$ cat config.mk
export PLATFORM = sky130hd
export DESIGN_NAME = instr_fetch_unit
export DESIGN_NICKNAME = d
export VERILOG_FILES = /design/src/rtl/risc16_pkg.sv /design/src/rtl/fetch_fifo.sv /design/src/rtl/instr_fetch_unit.sv
export SDC_FILE = /design/constraint.sdc
export NUM_CORES = 1
export LEC_CHECK = 0
export CORE_MARGIN = 8
export CORE_UTILIZATION = 40
export CTS_BUF_LIST = sky130_fd_sc_hd__clkbuf_8
export DETAILED_ROUTE_END_ITERATION = 12
export PLACE_DENSITY = 0.65
export RECOVER_POWER = 25
export SYNTH_ARGS = -nofsm -noshare
export SYNTH_HDL_FRONTEND = slang
export SYNTH_HIERARCHICAL = 1
export SYNTH_SLANG_ARGS = --single-unit
$ cat constraint.sdc
create_clock -name clk -period 2.8 [get_ports clk]
set_input_delay 0.56 -clock clk [delete_from_list [all_inputs] [get_ports clk]]
set_output_delay 0.56 -clock clk [all_outputs]
set_load 0.05 [all_outputs]
$ cat src/rtl/risc16_pkg.sv
// Purpose: shared widths, reset PC and the fetch queue payload type for the
// risc16 front end.
package risc16_pkg;

  localparam int unsigned ADDR_W  = 16;
  localparam int unsigned INSTR_W = 16;
  localparam logic [ADDR_W-1:0] RESET_PC = 16'h0000;

  // One prefetched instruction tagged with the word address it came from.
  typedef struct packed {
    logic [ADDR_W-1:0]  pc;
    logic [INSTR_W-1:0] instr;
  } fetch_entry_t;

endpackage

$ cat src/rtl/fetch_fifo.sv
// Purpose: small synchronous FIFO holding prefetched {pc, instr} entries.
// Ports:
//   clk, rst_n   clock, asynchronous active-low reset
//   push         write push_data at the tail
//   push_data    entry to write
//   pop          retire the head entry
//   flush        discard all entries (overrides push/pop)
//   full, empty  occupancy flags
//   head         entry at the head of the queue
module fetch_fifo
  import risc16_pkg::*;
#(
  parameter int unsigned DEPTH = 2
) (
  input  logic         clk,
  input  logic         rst_n,
  input  logic         push,
  input  fetch_entry_t push_data,
  input  logic         pop,
  input  logic         flush,
  output logic         full,
  output logic         empty,
  output fetch_entry_t head
);

  localparam int unsigned PTR_W = (DEPTH > 1) ? $clog2(DEPTH) : 1;
  localparam int unsigned CNT_W = PTR_W + 1;

  fetch_entry_t      r_mem [DEPTH];
  logic [PTR_W-1:0]  r_rd_ptr;
  logic [PTR_W-1:0]  r_wr_ptr;
  logic [CNT_W-1:0]  r_count;

  // Entry storage; a push into a full queue only happens alongside a pop,
  // so the slot being overwritten is the one leaving this cycle.
  always_ff @(posedge clk or negedge rst_n) begin
    if (!rst_n) begin
      for (int i = 0; i < int'(DEPTH); i++) begin
        r_mem[i] <= '0;
      end
    end else if (!flush && push) begin
      r_mem[r_wr_ptr] <= push_data;
    end
  end

  // Pointers and occupancy; pointers wrap naturally since DEPTH is a power of 2.
  always_ff @(posedge clk or negedge rst_n) begin
    if (!rst_n) begin
      r_rd_ptr <= '0;
      r_wr_ptr <= '0;
      r_count  <= '0;
    end else if (flush) begin
      r_rd_ptr <= '0;
      r_wr_ptr <= '0;
      r_count  <= '0;
    end else begin
      if (push) begin
        r_wr_ptr <= r_wr_ptr + PTR_W'(1);
      end
      if (pop) begin
        r_rd_ptr <= r_rd_ptr + PTR_W'(1);
      end
      if (push && !pop) begin
        r_count <= r_count + CNT_W'(1);
      end else if (pop && !push) begin
        r_count <= r_count - CNT_W'(1);
      end
    end
  end

  assign full  = (r_count == CNT_W'(DEPTH));
  assign empty = (r_count == '0);
  assign head  = r_mem[r_rd_ptr];

endmodule

$ cat src/rtl/instr_fetch_unit.sv
// Purpose: instruction fetch front end. Owns the PC, reads the asynchronous
// instruction memory and queues {pc, instr} for decode; redirects flush the
// queue and reload the PC.
// Ports:
//   clk, rst_n      clock, asynchronous active-low reset
//   imem_addr       word address to instruction memory (straight from the PC register)
//   imem_data       instruction for imem_addr, same cycle
//   fetch_en        allow new fetches; 0 holds the PC while the queue drains
//   redirect_valid  one-cycle branch/jump redirect
//   redirect_pc     redirect target
//   if_valid        head entry valid for decode
//   if_ready        decode accepts the head this cycle
//   if_pc, if_instr head entry contents
module instr_fetch_unit
  import risc16_pkg::fetch_entry_t;
#(
  parameter int unsigned ADDR_W     = risc16_pkg::ADDR_W,
  parameter int unsigned INSTR_W    = risc16_pkg::INSTR_W,
  parameter logic [ADDR_W-1:0] RESET_PC = risc16_pkg::RESET_PC,
  parameter int unsigned FIFO_DEPTH = 2
) (
  input  logic               clk,
  input  logic               rst_n,
  output logic [ADDR_W-1:0]  imem_addr,
  input  logic [INSTR_W-1:0] imem_data,
  input  logic               fetch_en,
  input  logic               redirect_valid,
  input  logic [ADDR_W-1:0]  redirect_pc,
  output logic               if_valid,
  input  logic               if_ready,
  output logic [ADDR_W-1:0]  if_pc,
  output logic [INSTR_W-1:0] if_instr
);

  logic [ADDR_W-1:0] r_fetch_pc;
  logic              w_full;
  logic              w_empty;
  logic              w_push;
  logic              w_pop;
  logic              w_if_valid;
  fetch_entry_t      w_push_entry;
  fetch_entry_t      w_head;

  // A redirect hides the head so nothing fetched on the old path escapes.
  assign w_if_valid = !w_empty && !redirect_valid;
  assign w_pop      = w_if_valid && if_ready;
  // A full queue can still accept a fetch when the head leaves this cycle.
  assign w_push     = fetch_en && !redirect_valid && (!w_full || w_pop);

  assign w_push_entry.pc    = r_fetch_pc;
  assign w_push_entry.instr = imem_data;

  // Program counter: redirect wins, otherwise advance on every accepted fetch.
  always_ff @(posedge clk or negedge rst_n) begin
    if (!rst_n) begin
      r_fetch_pc <= RESET_PC;
    end else if (redirect_valid) begin
      r_fetch_pc <= redirect_pc;
    end else if (w_push) begin
      r_fetch_pc <= r_fetch_pc + ADDR_W'(1);
    end
  end

  fetch_fifo #(
    .DEPTH (FIFO_DEPTH)
  ) u_fetch_fifo (
    .clk       (clk),
    .rst_n     (rst_n),
    .push      (w_push),
    .push_data (w_push_entry),
    .pop       (w_pop),
    .flush     (redirect_valid),
    .full      (w_full),
    .empty     (w_empty),
    .head      (w_head)
  );

  assign imem_addr = r_fetch_pc;
  assign if_valid  = w_if_valid;
  assign if_pc     = w_head.pc;
  assign if_instr  = w_head.instr;

endmodule
# ---- Word level (Yosys, flattened, before mapping)
# Cells that the tools add are included.
dict set report totals {
  register_bits 84
  input_bits 37
  out_inout_bits 49
  word_cells 52
}
dict set report classes {
  add_sub_neg 5
  n_lt_le_gt_ge 3
  n_eq_ne 1
  mux 15
  bitwise 2
  reduce_logical 18
}
# cell count
set ops {}
lappend ops {{2-to-1 mux 32 bit} 4}
lappend ops {{bitwise mux 64 bit} 1}
lappend ops {{demux 32 bit (select 1 bit)} 1}
lappend ops {{2-to-1 mux 16 bit} 2}
lappend ops {{adder 16 x 1 -> 16 bit (second input constant)} 1}
lappend ops {{logical AND 1 bit} 8}
lappend ops {{2-to-1 mux 2 bit} 3}
lappend ops {{logical NOT 1 bit} 5}
lappend ops {{greater-or-equal comparator 2 bit (second input constant)} 2}
lappend ops {{2-to-1 mux 1 bit} 4}
lappend ops {{inverter 1 -> 2 bit} 2}
lappend ops {{nonzero test 2 bit} 2}
lappend ops {{nonzero test 3 bit} 1}
lappend ops {{adder 1 bit (second input constant)} 2}
lappend ops {{adder 2 x 1 -> 2 bit (second input constant)} 1}
lappend ops {{== test 2 bit (second input constant)} 1}
lappend ops {{logical NOT 2 bit} 1}
lappend ops {{less-than comparator 2 x 1 -> 1 bit (second input constant)} 1}
lappend ops {{subtractor 2 x 1 -> 2 bit (second input constant)} 1}
lappend ops {{logical OR 1 bit} 1}

# ---- Logic depth before layout (Yosys ltp)
# Gate-level depths: netlist of the first run.
dict set report depth {
  depth_word 11
  depth_mapped 9
  ltp_nobuf 7
}

# ---- Hierarchy
# Netlist of the first run, hierarchy kept.
# module n_inst cells_per_inst area_per_inst_um2 seq_area_each_um2
set by_module_without_submodules {}
lappend by_module_without_submodules {fetch_fifo 1 191 3004.1 1701.6}
lappend by_module_without_submodules {instr_fetch_unit 1 115 1053.5 400.4}

# ---- Least setup slack after synthesis of the first run
# OpenSTA, ideal clock, no wires.
dict set report synth_timing {
  kind {in2reg}
  startpoint {input if_ready}
  endpoint {register u_fetch_fifo/r_mem[51] (netlist bit)}
  setup_ns 0.125
  t_arrival_ns 2.215
  setup_slack_ns 0.460
  path_stages 8
  n_path_buf 3
  path_cell_list {nand2b_1 -> buf_2 -> a21oi_1 -> nor2b_1 -> buf_4 -> nor3b_4 -> buf_6 -> mux2_2}
}
dict set report synth_between {
  elab_chain_cells 4
}
# element line_no
set synth_lines {}
lappend synth_lines {{from (decl)} instr_fetch_unit.sv:30} ;# input logic if_ready,
lappend synth_lines {{logical AND 1 bit} instr_fetch_unit.sv:46} ;# assign w_pop = w_if_valid && if_ready;
lappend synth_lines {{logical OR 1 bit} instr_fetch_unit.sv:48} ;# assign w_push = fetch_en && !redirect_valid && (!w_full || w_pop);
lappend synth_lines {{logical AND 1 bit} instr_fetch_unit.sv:48}
lappend synth_lines {{net w_push} instr_fetch_unit.sv:38} ;# logic w_push;
lappend synth_lines {{logical AND 1 bit} fetch_fifo.sv:41} ;# end else if (!flush && push) begin
lappend synth_lines {{to (signal, indexed assignment)} fetch_fifo.sv:42} ;# r_mem[r_wr_ptr] <= push_data;
lappend synth_lines {{to (decl)} fetch_fifo.sv:29} ;# fetch_entry_t r_mem [DEPTH];
# The timed path passes the listed nets, and every way through them passes these cells.
# A chain may end at the register's enable or synchronous reset.

# ---- Worst setup path in the final report of the first run
dict set report layout_timing {
  startpoint {register u_fetch_fifo.r_rd_ptr}
  endpoint {output if_instr[0]}
}
dict set report layout_between {
  elab_chain_cells 4
}
# element line_no
set layout_lines {}
lappend layout_lines {{from (decl)} fetch_fifo.sv:30} ;# logic [PTR_W-1:0] r_rd_ptr;
lappend layout_lines {{from (signal assigned)} fetch_fifo.sv:61} ;# r_rd_ptr <= r_rd_ptr + PTR_W'(1);
lappend layout_lines {{inverter 1 -> 2 bit (implied by the code)} fetch_fifo.sv:73} ;# assign head = r_mem[r_rd_ptr];
lappend layout_lines {{2-to-1 mux 32 bit (implied by the code) (3 in a row)} fetch_fifo.sv:73}
lappend layout_lines {{to (decl)} instr_fetch_unit.sv:32} ;# output logic [INSTR_W-1:0] if_instr
# Every way passes these cells. The select of a mux whose other input is x is not followed.

==> impl_metrics.xml, run 1 <==
<?xml version="1.0" encoding="UTF-8"?>
<metrics>
  <group name="status">
    <metric name="status" unit="">completed</metric>
  </group>
  <group name="layout">
    <metric name="fillCellCount" unit="">891</metric>
    <metric name="final-instance-count-excl-fill" unit="">536</metric>
    <metric name="antennaDiodeCount" unit="">0</metric>
    <metric name="area_delta_synth_final" unit="%">29.0</metric>
    <metric name="finalCoreUtilization" unit="%">53.3</metric>
    <metric name="layout_net_count" unit="">436</metric>
    <metric name="summed_area_of_non_filler_cells_in_the_final_layout" unit="µm²">5230</metric>
    <metric name="multi_input_comb_area" unit="µm²">1810</metric>
    <metric name="storage_element_area" unit="µm²">2100</metric>
    <metric name="drive_above_1_share" unit="%">38.7</metric>
  </group>
  <group name="synth">
    <metric name="ys_types" unit="">35</metric>
    <metric name="synth_top_family_by_area" unit="">multiplexers</metric>
    <metric name="yosys-top-cells-count" unit="">96 x sky130_fd_sc_hd__mux2_2, 84 x sky130_fd_sc_hd__dfrtp_1, 18 x sky130_fd_sc_hd__nand2_1</metric>
    <metric name="synth_enable_flop_cells" unit="">0</metric>
    <metric name="synth.area.top_cells" unit="">sky130_fd_sc_hd__dfrtp_1 52%, sky130_fd_sc_hd__mux2_2 27%, sky130_fd_sc_hd__xnor2_1 2.4%</metric>
    <metric name="postSynthCellCount" unit="">306</metric>
    <metric name="postSynth.topFlopCell" unit="">sky130_fd_sc_hd__dfrtp_1</metric>
    <metric name="post_synthesis_share_of_cell_area_spent_on_xor_and_xnor_gates" unit="%">2.59</metric>
    <metric name="syn-cell-area" unit="µm²">4060</metric>
    <metric name="yosys.cell_count.top_type" unit="">sky130_fd_sc_hd__mux2_2</metric>
    <metric name="synth_fa_ha_area_share" unit="%">0.308</metric>
    <metric name="synth-warning-count" unit="">6</metric>
    <metric name="synth.top_cell.area_share" unit="%">51.8</metric>
    <metric name="synthArstFlopShare" unit="%">100</metric>
    <metric name="ys_ff_latch" unit="">84</metric>
    <metric name="synth_compound_area_share" unit="%">5.74</metric>
    <metric name="postSynthNetCount" unit="">344</metric>
    <metric name="synth_top_area_cell" unit="">sky130_fd_sc_hd__dfrtp_1</metric>
    <metric name="synth.avg_cell_area" unit="µm²">13.3</metric>
    <metric name="synth_simple_gate_area_share" unit="%">7.89</metric>
    <metric name="post_synthesis_mux_area_share" unit="%">28.1</metric>
    <metric name="seq_area_frac_synth" unit="%">51.8</metric>
  </group>
  <group name="grt">
    <metric name="global_route.overflow_total" unit="">0</metric>
    <metric name="gr-usage-all-layers" unit="%">14.0</metric>
    <metric name="grt_max_degree" unit="">47</metric>
    <metric name="grt_antenna_before_repair" unit="">0</metric>
    <metric name="grt_first_pass_wirelength" unit="µm">14700</metric>
    <metric name="grt_pass1_vias" unit="">2860</metric>
  </group>
  <group name="placed_design">
    <metric name="hpwlAfterDp" unit="µm">6360</metric>
    <metric name="detailedPlace.worstSlack" unit="ps">317</metric>
    <metric name="portBuffers" unit="">85</metric>
    <metric name="postPlaceCellArea" unit="µm²">5030</metric>
    <metric name="finalWeightedCongestion" unit="">0.722</metric>
    <metric name="dpl.cell_count" unit="">520</metric>
  </group>
  <group name="sta">
    <metric name="rsz0062_at_grt" unit="">false</metric>
    <metric name="slew_viol_final" unit="">0</metric>
    <metric name="timing.final.setup_violations" unit="">0</metric>
    <metric name="skew" unit="ps">12.5</metric>
    <metric name="timing_worst_slew_pin_value" unit="ps">1150</metric>
    <metric name="timing.final.crit_share" unit="%">90.6</metric>
    <metric name="finalWorstPathRequiredPeriod" unit="ps">2540</metric>
    <metric name="timing.final.hold_violations" unit="">0</metric>
    <metric name="max_slew_margin" unit="%">23.1</metric>
    <metric name="maximum_frequency_from_static_timing_analysis" unit="MHz">394</metric>
    <metric name="post_route_setup_tns" unit="ps">0</metric>
    <metric name="whs" unit="ps">422</metric>
    <metric name="slack_of_the_critical_path" unit="ps">265</metric>
  </group>
  <group name="cts">
    <metric name="post_cts_hold_buffer_count" unit="">0</metric>
    <metric name="cts-resized-gates" unit="">0</metric>
    <metric name="cts_sinks" unit="">84</metric>
    <metric name="cts_buffers" unit="">9</metric>
    <metric name="clock_tree_root_driver_cell" unit="">sky130_fd_sc_hd__clkbuf_8</metric>
    <metric name="htree_num_levels" unit="">3</metric>
    <metric name="worstSkewPairLatency" unit="ps">350</metric>
    <metric name="clock_tree_from_tritoncts" unit="">done</metric>
    <metric name="clkTransAtPathRegs" unit="ps">90</metric>
    <metric name="max-clock-path-buffers" unit="">2</metric>
    <metric name="post-cts-setup-buffer-count" unit="">0</metric>
  </group>
  <group name="setup_path">
    <metric name="end_kind" unit="">primary output</metric>
    <metric name="setup.worst_path.class" unit="">reg2out</metric>
    <metric name="worst-path-max-fanout" unit="">11</metric>
    <metric name="startpoint_type" unit="">register</metric>
    <metric name="crit_path_top_delay_cell" unit="">sky130_fd_sc_hd__clkdlybuf4s50_1</metric>
    <metric name="cp_cell_sequence" unit="">mux2_2, clkdlybuf4s50_1</metric>
    <metric name="critPathMaxStageDelay" unit="ps">710</metric>
    <metric name="cp.arrival" unit="ps">1980</metric>
    <metric name="worst_ep_required_time" unit="ps">2240</metric>
  </group>
  <group name="die">
    <metric name="die-area" unit="µm²">13600</metric>
    <metric name="rows" unit="">36</metric>
    <metric name="vert_die_dim" unit="µm">117</metric>
    <metric name="floorplan.io_pins" unit="">86</metric>
    <metric name="fp.dieW" unit="µm">117</metric>
    <metric name="initial_utilization" unit="%">41.3</metric>
    <metric name="coreArea" unit="µm²">9820</metric>
  </group>
  <group name="pwr">
    <metric name="powerDensity" unit="nW/µm²">856</metric>
    <metric name="power.ir.vdd_worst" unit="µV">391</metric>
    <metric name="p_leak" unit="nW">2.18</metric>
    <metric name="power" unit="mW">4.48</metric>
  </group>
  <group name="hold_path">
    <metric name="hp-class" unit="">in2async</metric>
  </group>
  <group name="job">
    <metric name="drv_cap" unit="">0</metric>
  </group>
  <group name="routing">
    <metric name="wirelength" unit="µm">8990</metric>
    <metric name="final_antenna_net_count" unit="">0</metric>
    <metric name="drt_first_iter_violations" unit="">122</metric>
    <metric name="vias_per_cell" unit="">5.04</metric>
    <metric name="drt_pass1_iterations" unit="">4</metric>
    <metric name="route.detailed.drc" unit="">0</metric>
    <metric name="routed-via-count" unit="">2699</metric>
    <metric name="post_drt_wl_per_cell" unit="µm">16.8</metric>
  </group>
</metrics>
flip-flops by register name, indices dropped and copies added, names as in the netlist:
register               flops
u_fetch_fifo/r_mem        64
imem_addr                 16
u_fetch_fifo/r_count       2
u_fetch_fifo/r_rd_ptr      1
u_fetch_fifo/r_wr_ptr      1
logic make-up after synthesis:
kind of cell	Yosys count
multiplexers	102
flip-flops	84
AND/OR/NAND/NOR	57
AO/OA/AOI/OAI	28
buffers and inverters	22
XOR/XNOR	12
adder cells (fa/ha/maj)	1
final timing paths:
kind	slack (ps)	cells after the start	endpoint	startpoint
setup / recovery	260	2	if_instr[0]	u_fetch_fifo/r_rd_ptr$_DFFE_PN0P_
hold / removal	420	1	u_fetch_fifo/r_mem[13]$_DFFE_PN0P_	rst_n
setup reg to reg	770	7	u_fetch_fifo/r_mem[36]$_DFFE_PN0P_	u_fetch_fifo/r_count[0]$_DFFE_PN0P_
hold reg to reg	500	1	u_fetch_fifo/r_mem[6]$_DFFE_PN0P_	u_fetch_fifo/r_mem[6]$_DFFE_PN0P_
max in group asynchronous	850	2	u_fetch_fifo/r_mem[30]$_DFFE_PN0P_	rst_n
min in group clk	500	1	u_fetch_fifo/r_mem[6]$_DFFE_PN0P_	u_fetch_fifo/r_mem[6]$_DFFE_PN0P_
cell type report:
cell class	count	area share, %
flip-flops and latches	84	40.2
multi-input cells	200	34.6
repair buffers	98	17.4
well taps	133	3.18
clock buffers	10	2.63
clock inverters	6	1.67
inverters	5	0.359
layer usage:
metal  share of wire, %  vias up  routed length [µm]  global-route usage (%)
li1                   -     1276                   -                       -
met1                 46     1343                4140                    18.8
met2                 46       68                4150                    21.3
met3                6.3       12                 568                    3.57
met4                1.4        0                 128                    5.12
met5                  0        -                   0                       0
layout by cell type, fill, tap and decap left out, types with 2 or more instances in the layout:
cell type / synthesis / routed
sky130_fd_sc_hd__mux2i_1: 6 / 6
sky130_fd_sc_hd__nand2_1: 18 / 18
sky130_fd_sc_hd__a22oi_1: 2 / 2
sky130_fd_sc_hd__clkbuf_8: 3 / 10
sky130_fd_sc_hd__inv_1: 5 / 6
sky130_fd_sc_hd__nand4_1: 3 / 3
sky130_fd_sc_hd__clkbuf_2: 0 / 2
sky130_fd_sc_hd__a21oi_1: 2 / 2
sky130_fd_sc_hd__xnor2_1: 11 / 11
sky130_fd_sc_hd__nor2b_1: 6 / 6
sky130_fd_sc_hd__o21ai_0: 12 / 12
sky130_fd_sc_hd__a2111oi_2: 2 / 2
sky130_fd_sc_hd__buf_12: 0 / 2
sky130_fd_sc_hd__nor2_1: 8 / 8
sky130_fd_sc_hd__mux2_2: 96 / 96
sky130_fd_sc_hd__dfrtp_1: 84 / 83
sky130_fd_sc_hd__a211oi_1: 5 / 5
sky130_fd_sc_hd__nor4_1: 3 / 3
sky130_fd_sc_hd__nor3b_1: 4 / 4
sky130_fd_sc_hd__buf_4: 1 / 33
sky130_fd_sc_hd__clkinvlp_4: 0 / 2
sky130_fd_sc_hd__nand3_1: 6 / 6
sky130_fd_sc_hd__bufinv_16: 0 / 2
sky130_fd_sc_hd__a221o_1: 2 / 2
sky130_fd_sc_hd__a2111oi_4: 2 / 2
sky130_fd_sc_hd__clkdlybuf4s50_1: 0 / 61
sky130_fd_sc_hd__nor3_1: 3 / 3
worst max-delay path, delay by kind of cell, from the launching register on:
family | cells | cell delay (ps)
flip-flops | 1 | 530
buffers and inverters | 1 | 710
multiplexers | 1 | 390
power breakdown:
group          total (mW)  internal, mW  switching [mW]
clock network       0.968         0.527           0.441
logic                1.76         0.740            1.02
registers            1.75          1.55           0.203
No activity file was read; power rests on OpenSTA's default activity.
==> run 2, diff against run 1 <==
--- a/config.mk
+++ b/config.mk
@@ -5,12 +5,13 @@
 export SDC_FILE = /design/constraint.sdc
 export NUM_CORES = 1
 export LEC_CHECK = 0
-export CORE_MARGIN = 8
+export CORE_MARGIN = 3
 export CORE_UTILIZATION = 40
 export CTS_BUF_LIST = sky130_fd_sc_hd__clkbuf_8
 export DETAILED_ROUTE_END_ITERATION = 12
 export PLACE_DENSITY = 0.65
 export RECOVER_POWER = 25
+export REMOVE_ABC_BUFFERS = 1
 export SYNTH_ARGS = -nofsm -noshare
 export SYNTH_HDL_FRONTEND = slang
 export SYNTH_HIERARCHICAL = 1
==> run 2 against run 1 <==
Against the previous run: die area down 16%; register-to-register slack lost 20 ps; routed wire length shrank 4.3%; count of clock-buffer cells in the layout unchanged; non-clock buffer count increased by 2; critical path depth down 1; largest power group unchanged; cell count increased by 0.37%.
==> impl_metrics.xml, run 2 (synthesized netlist as in run 1, its figures left out) <==
<?xml version="1.0" encoding="UTF-8"?>
<metrics>
  <group name="status">
    <metric name="status" unit="">completed</metric>
  </group>
  <group name="cts">
    <metric name="post-cts-setup-buffer-count" unit="">0</metric>
    <metric name="clock_tree_from_tritoncts" unit="">done</metric>
    <metric name="htree_num_levels" unit="">3</metric>
    <metric name="cts_buffers" unit="">9</metric>
    <metric name="clkTransAtPathRegs" unit="ps">90</metric>
    <metric name="max-clock-path-buffers" unit="">2</metric>
    <metric name="clock_tree_root_driver_cell" unit="">sky130_fd_sc_hd__clkbuf_8</metric>
    <metric name="cts_sinks" unit="">84</metric>
    <metric name="post_cts_hold_buffer_count" unit="">0</metric>
    <metric name="cts-resized-gates" unit="">0</metric>
    <metric name="worstSkewPairLatency" unit="ps">350</metric>
  </group>
  <group name="sta">
    <metric name="timing.final.hold_violations" unit="">0</metric>
    <metric name="skew" unit="ps">8.01</metric>
    <metric name="rsz0062_at_grt" unit="">false</metric>
    <metric name="timing_worst_slew_pin_value" unit="ps">1180</metric>
    <metric name="maximum_frequency_from_static_timing_analysis" unit="MHz">432</metric>
    <metric name="max_slew_margin" unit="%">21.4</metric>
    <metric name="whs" unit="ps">437</metric>
    <metric name="finalWorstPathRequiredPeriod" unit="ps">2310</metric>
    <metric name="timing.final.crit_share" unit="%">82.6</metric>
    <metric name="slew_viol_final" unit="">0</metric>
    <metric name="timing.final.setup_violations" unit="">0</metric>
    <metric name="slack_of_the_critical_path" unit="ps">487</metric>
  </group>
  <group name="routing">
    <metric name="met2_length" unit="µm">4210</metric>
    <metric name="final_antenna_net_count" unit="">0</metric>
    <metric name="route.layer.met1.wl" unit="µm">3990</metric>
    <metric name="routed-via-count" unit="">2688</metric>
    <metric name="route.detailed.drc" unit="">0</metric>
    <metric name="wirelength" unit="µm">8600</metric>
    <metric name="top_layer_used" unit="">met4</metric>
    <metric name="drt_pass1_iterations" unit="">4</metric>
    <metric name="vias_per_cell" unit="">5.00</metric>
    <metric name="wl_met3" unit="µm">369</metric>
    <metric name="post_drt_wl_per_cell" unit="µm">16.0</metric>
    <metric name="drt_first_iter_violations" unit="">101</metric>
  </group>
  <group name="layout">
    <metric name="summed_area_of_non_filler_cells_in_the_final_layout" unit="µm²">5600</metric>
    <metric name="drive_above_1_share" unit="%">41.2</metric>
    <metric name="final_cell_mix" unit="">96 x sky130_fd_sc_hd__mux2_2, 84 x sky130_fd_sc_hd__dfrtp_1, 51 x sky130_fd_sc_hd__clkdlybuf4s50_1</metric>
    <metric name="area_delta_synth_final" unit="%">38.1</metric>
    <metric name="storage_element_area" unit="µm²">2100</metric>
    <metric name="layout_net_count" unit="">438</metric>
    <metric name="mostFrequentLayoutCell" unit="">sky130_fd_sc_hd__mux2_2</metric>
    <metric name="finalCoreUtilization" unit="%">57.1</metric>
    <metric name="fillCellCount" unit="">889</metric>
    <metric name="largest_register" unit="">u_fetch_fifo/r_mem</metric>
    <metric name="antennaDiodeCount" unit="">0</metric>
    <metric name="multi_input_comb_area" unit="µm²">1810</metric>
    <metric name="largest_register_ffs" unit="">64</metric>
  </group>
  <group name="pwr">
    <metric name="power" unit="mW">4.88</metric>
    <metric name="powerDensity" unit="nW/µm²">871</metric>
    <metric name="p_leak" unit="nW">2.33</metric>
    <metric name="power.ir.vdd_worst" unit="µV">512</metric>
  </group>
  <group name="grt">
    <metric name="global_route.overflow_total" unit="">0</metric>
    <metric name="grt_pass1_vias" unit="">2709</metric>
    <metric name="grt_max_degree" unit="">48</metric>
    <metric name="grt_antenna_before_repair" unit="">0</metric>
    <metric name="gr-usage-all-layers" unit="%">15.6</metric>
    <metric name="grt_first_pass_wirelength" unit="µm">14000</metric>
  </group>
  <group name="setup_path">
    <metric name="worst_path_dominant_cell_family" unit="">buffers and inverters</metric>
    <metric name="setup.worst_path.class" unit="">reg2out</metric>
    <metric name="startpoint_type" unit="">register</metric>
    <metric name="critPathMaxStageDelay" unit="ps">880</metric>
    <metric name="cp.arrival" unit="ps">1750</metric>
    <metric name="worst_ep_required_time" unit="ps">2240</metric>
    <metric name="cp_cell_sequence" unit="">clkdlybuf4s50_1</metric>
    <metric name="worst-path-max-fanout" unit="">8</metric>
    <metric name="crit_path_top_delay_cell" unit="">sky130_fd_sc_hd__clkdlybuf4s50_1</metric>
    <metric name="worst-path-buf-inv" unit="">1</metric>
    <metric name="end_kind" unit="">primary output</metric>
  </group>
  <group name="hold_path">
    <metric name="hp-class" unit="">in2async</metric>
  </group>
  <group name="placed_design">
    <metric name="portBuffers" unit="">85</metric>
    <metric name="detailedPlace.worstSlack" unit="ps">309</metric>
    <metric name="hpwlAfterDp" unit="µm">5940</metric>
    <metric name="postPlaceCellArea" unit="µm²">5400</metric>
    <metric name="finalWeightedCongestion" unit="">0.715</metric>
  </group>
  <group name="die">
    <metric name="rows" unit="">36</metric>
    <metric name="floorplan.io_pins" unit="">86</metric>
    <metric name="coreArea" unit="µm²">9820</metric>
    <metric name="die-area" unit="µm²">11400</metric>
    <metric name="initial_utilization" unit="%">41.3</metric>
    <metric name="fp.dieW" unit="µm">107</metric>
    <metric name="vert_die_dim" unit="µm">107</metric>
  </group>
  <group name="job">
    <metric name="drv_cap" unit="">0</metric>
  </group>
</metrics>
[run 2: changes by cell type in the layout (fill, tap and decap cells not counted), sizes merged]
cell,previous run,this run
clkinvlp,2,0
clkinv,0,2
clkdlybuf4s50,61,51
buf,35,47
inv,7,8
bufinv,2,1
[run 2: cell type report]
type	count	area share [%]
Inverter	5	0.335
Tap cell	133	2.97
Clock buffer	10	2.46
Sequential cell	84	37.5
Clock inverter	6	1.25
Timing Repair Buffer	100	23.2
Multi-Input combinational cell	200	32.3
[run 2: worst reg2reg max path: stages (launching register included)]
cell	delay (ps)
sky130_fd_sc_hd__dfrtp_1	430
sky130_fd_sc_hd__nor2_1	160
sky130_fd_sc_hd__nand2b_1	140
sky130_fd_sc_hd__a21oi_1	80
sky130_fd_sc_hd__nor2b_1	150
sky130_fd_sc_hd__buf_4	160
sky130_fd_sc_hd__nand3b_2	80
sky130_fd_sc_hd__buf_4	350
sky130_fd_sc_hd__mux2_2	400
[run 2: stage by stage]
step / setup TNS [ps] / instances
final: 0 / 538
after global routing: 0 / 538
after CTS: 0 / 538
after detailed placement: 0 / 522
after global placement: 0 / 522
after floorplan: -8060 / 289
[run 2: path summary, 6_finish.rpt]
kind / start / to / slack (ps) / cells after the start
min in group clk: u_fetch_fifo/r_mem[6]$_DFFE_PN0P_ / u_fetch_fifo/r_mem[6]$_DFFE_PN0P_ / 510 / 1
setup reg to reg: u_fetch_fifo/r_count[0]$_DFFE_PN0P_ / u_fetch_fifo/r_mem[13]$_DFFE_PN0P_ / 750 / 8
hold reg to reg: u_fetch_fifo/r_mem[6]$_DFFE_PN0P_ / u_fetch_fifo/r_mem[6]$_DFFE_PN0P_ / 510 / 1
max in group asynchronous: rst_n / u_fetch_fifo/r_mem[19]$_DFFE_PN0P_ / 940 / 2
hold / removal: rst_n / u_fetch_fifo/r_mem[12]$_DFFE_PN0P_ / 440 / 1
setup / recovery: imem_addr[3]$_DFFE_PN0P_ / imem_addr[3] / 490 / 1
[run 2: metal layers]
metal	GRT usage [%]	vias up
met4	3.01	0
met1	20.8	1336
li1	-	1285
met2	25.4	63
met3	4.76	4
met5	0	-
[run 2: report_power, final]
group	total, mW	internal (mW)	switching, mW	leakage (nW)
registers	1.74	1.55	0.194	1.03
clock network	0.891	0.446	0.445	0.108
logic	2.25	1.13	1.11	1.20
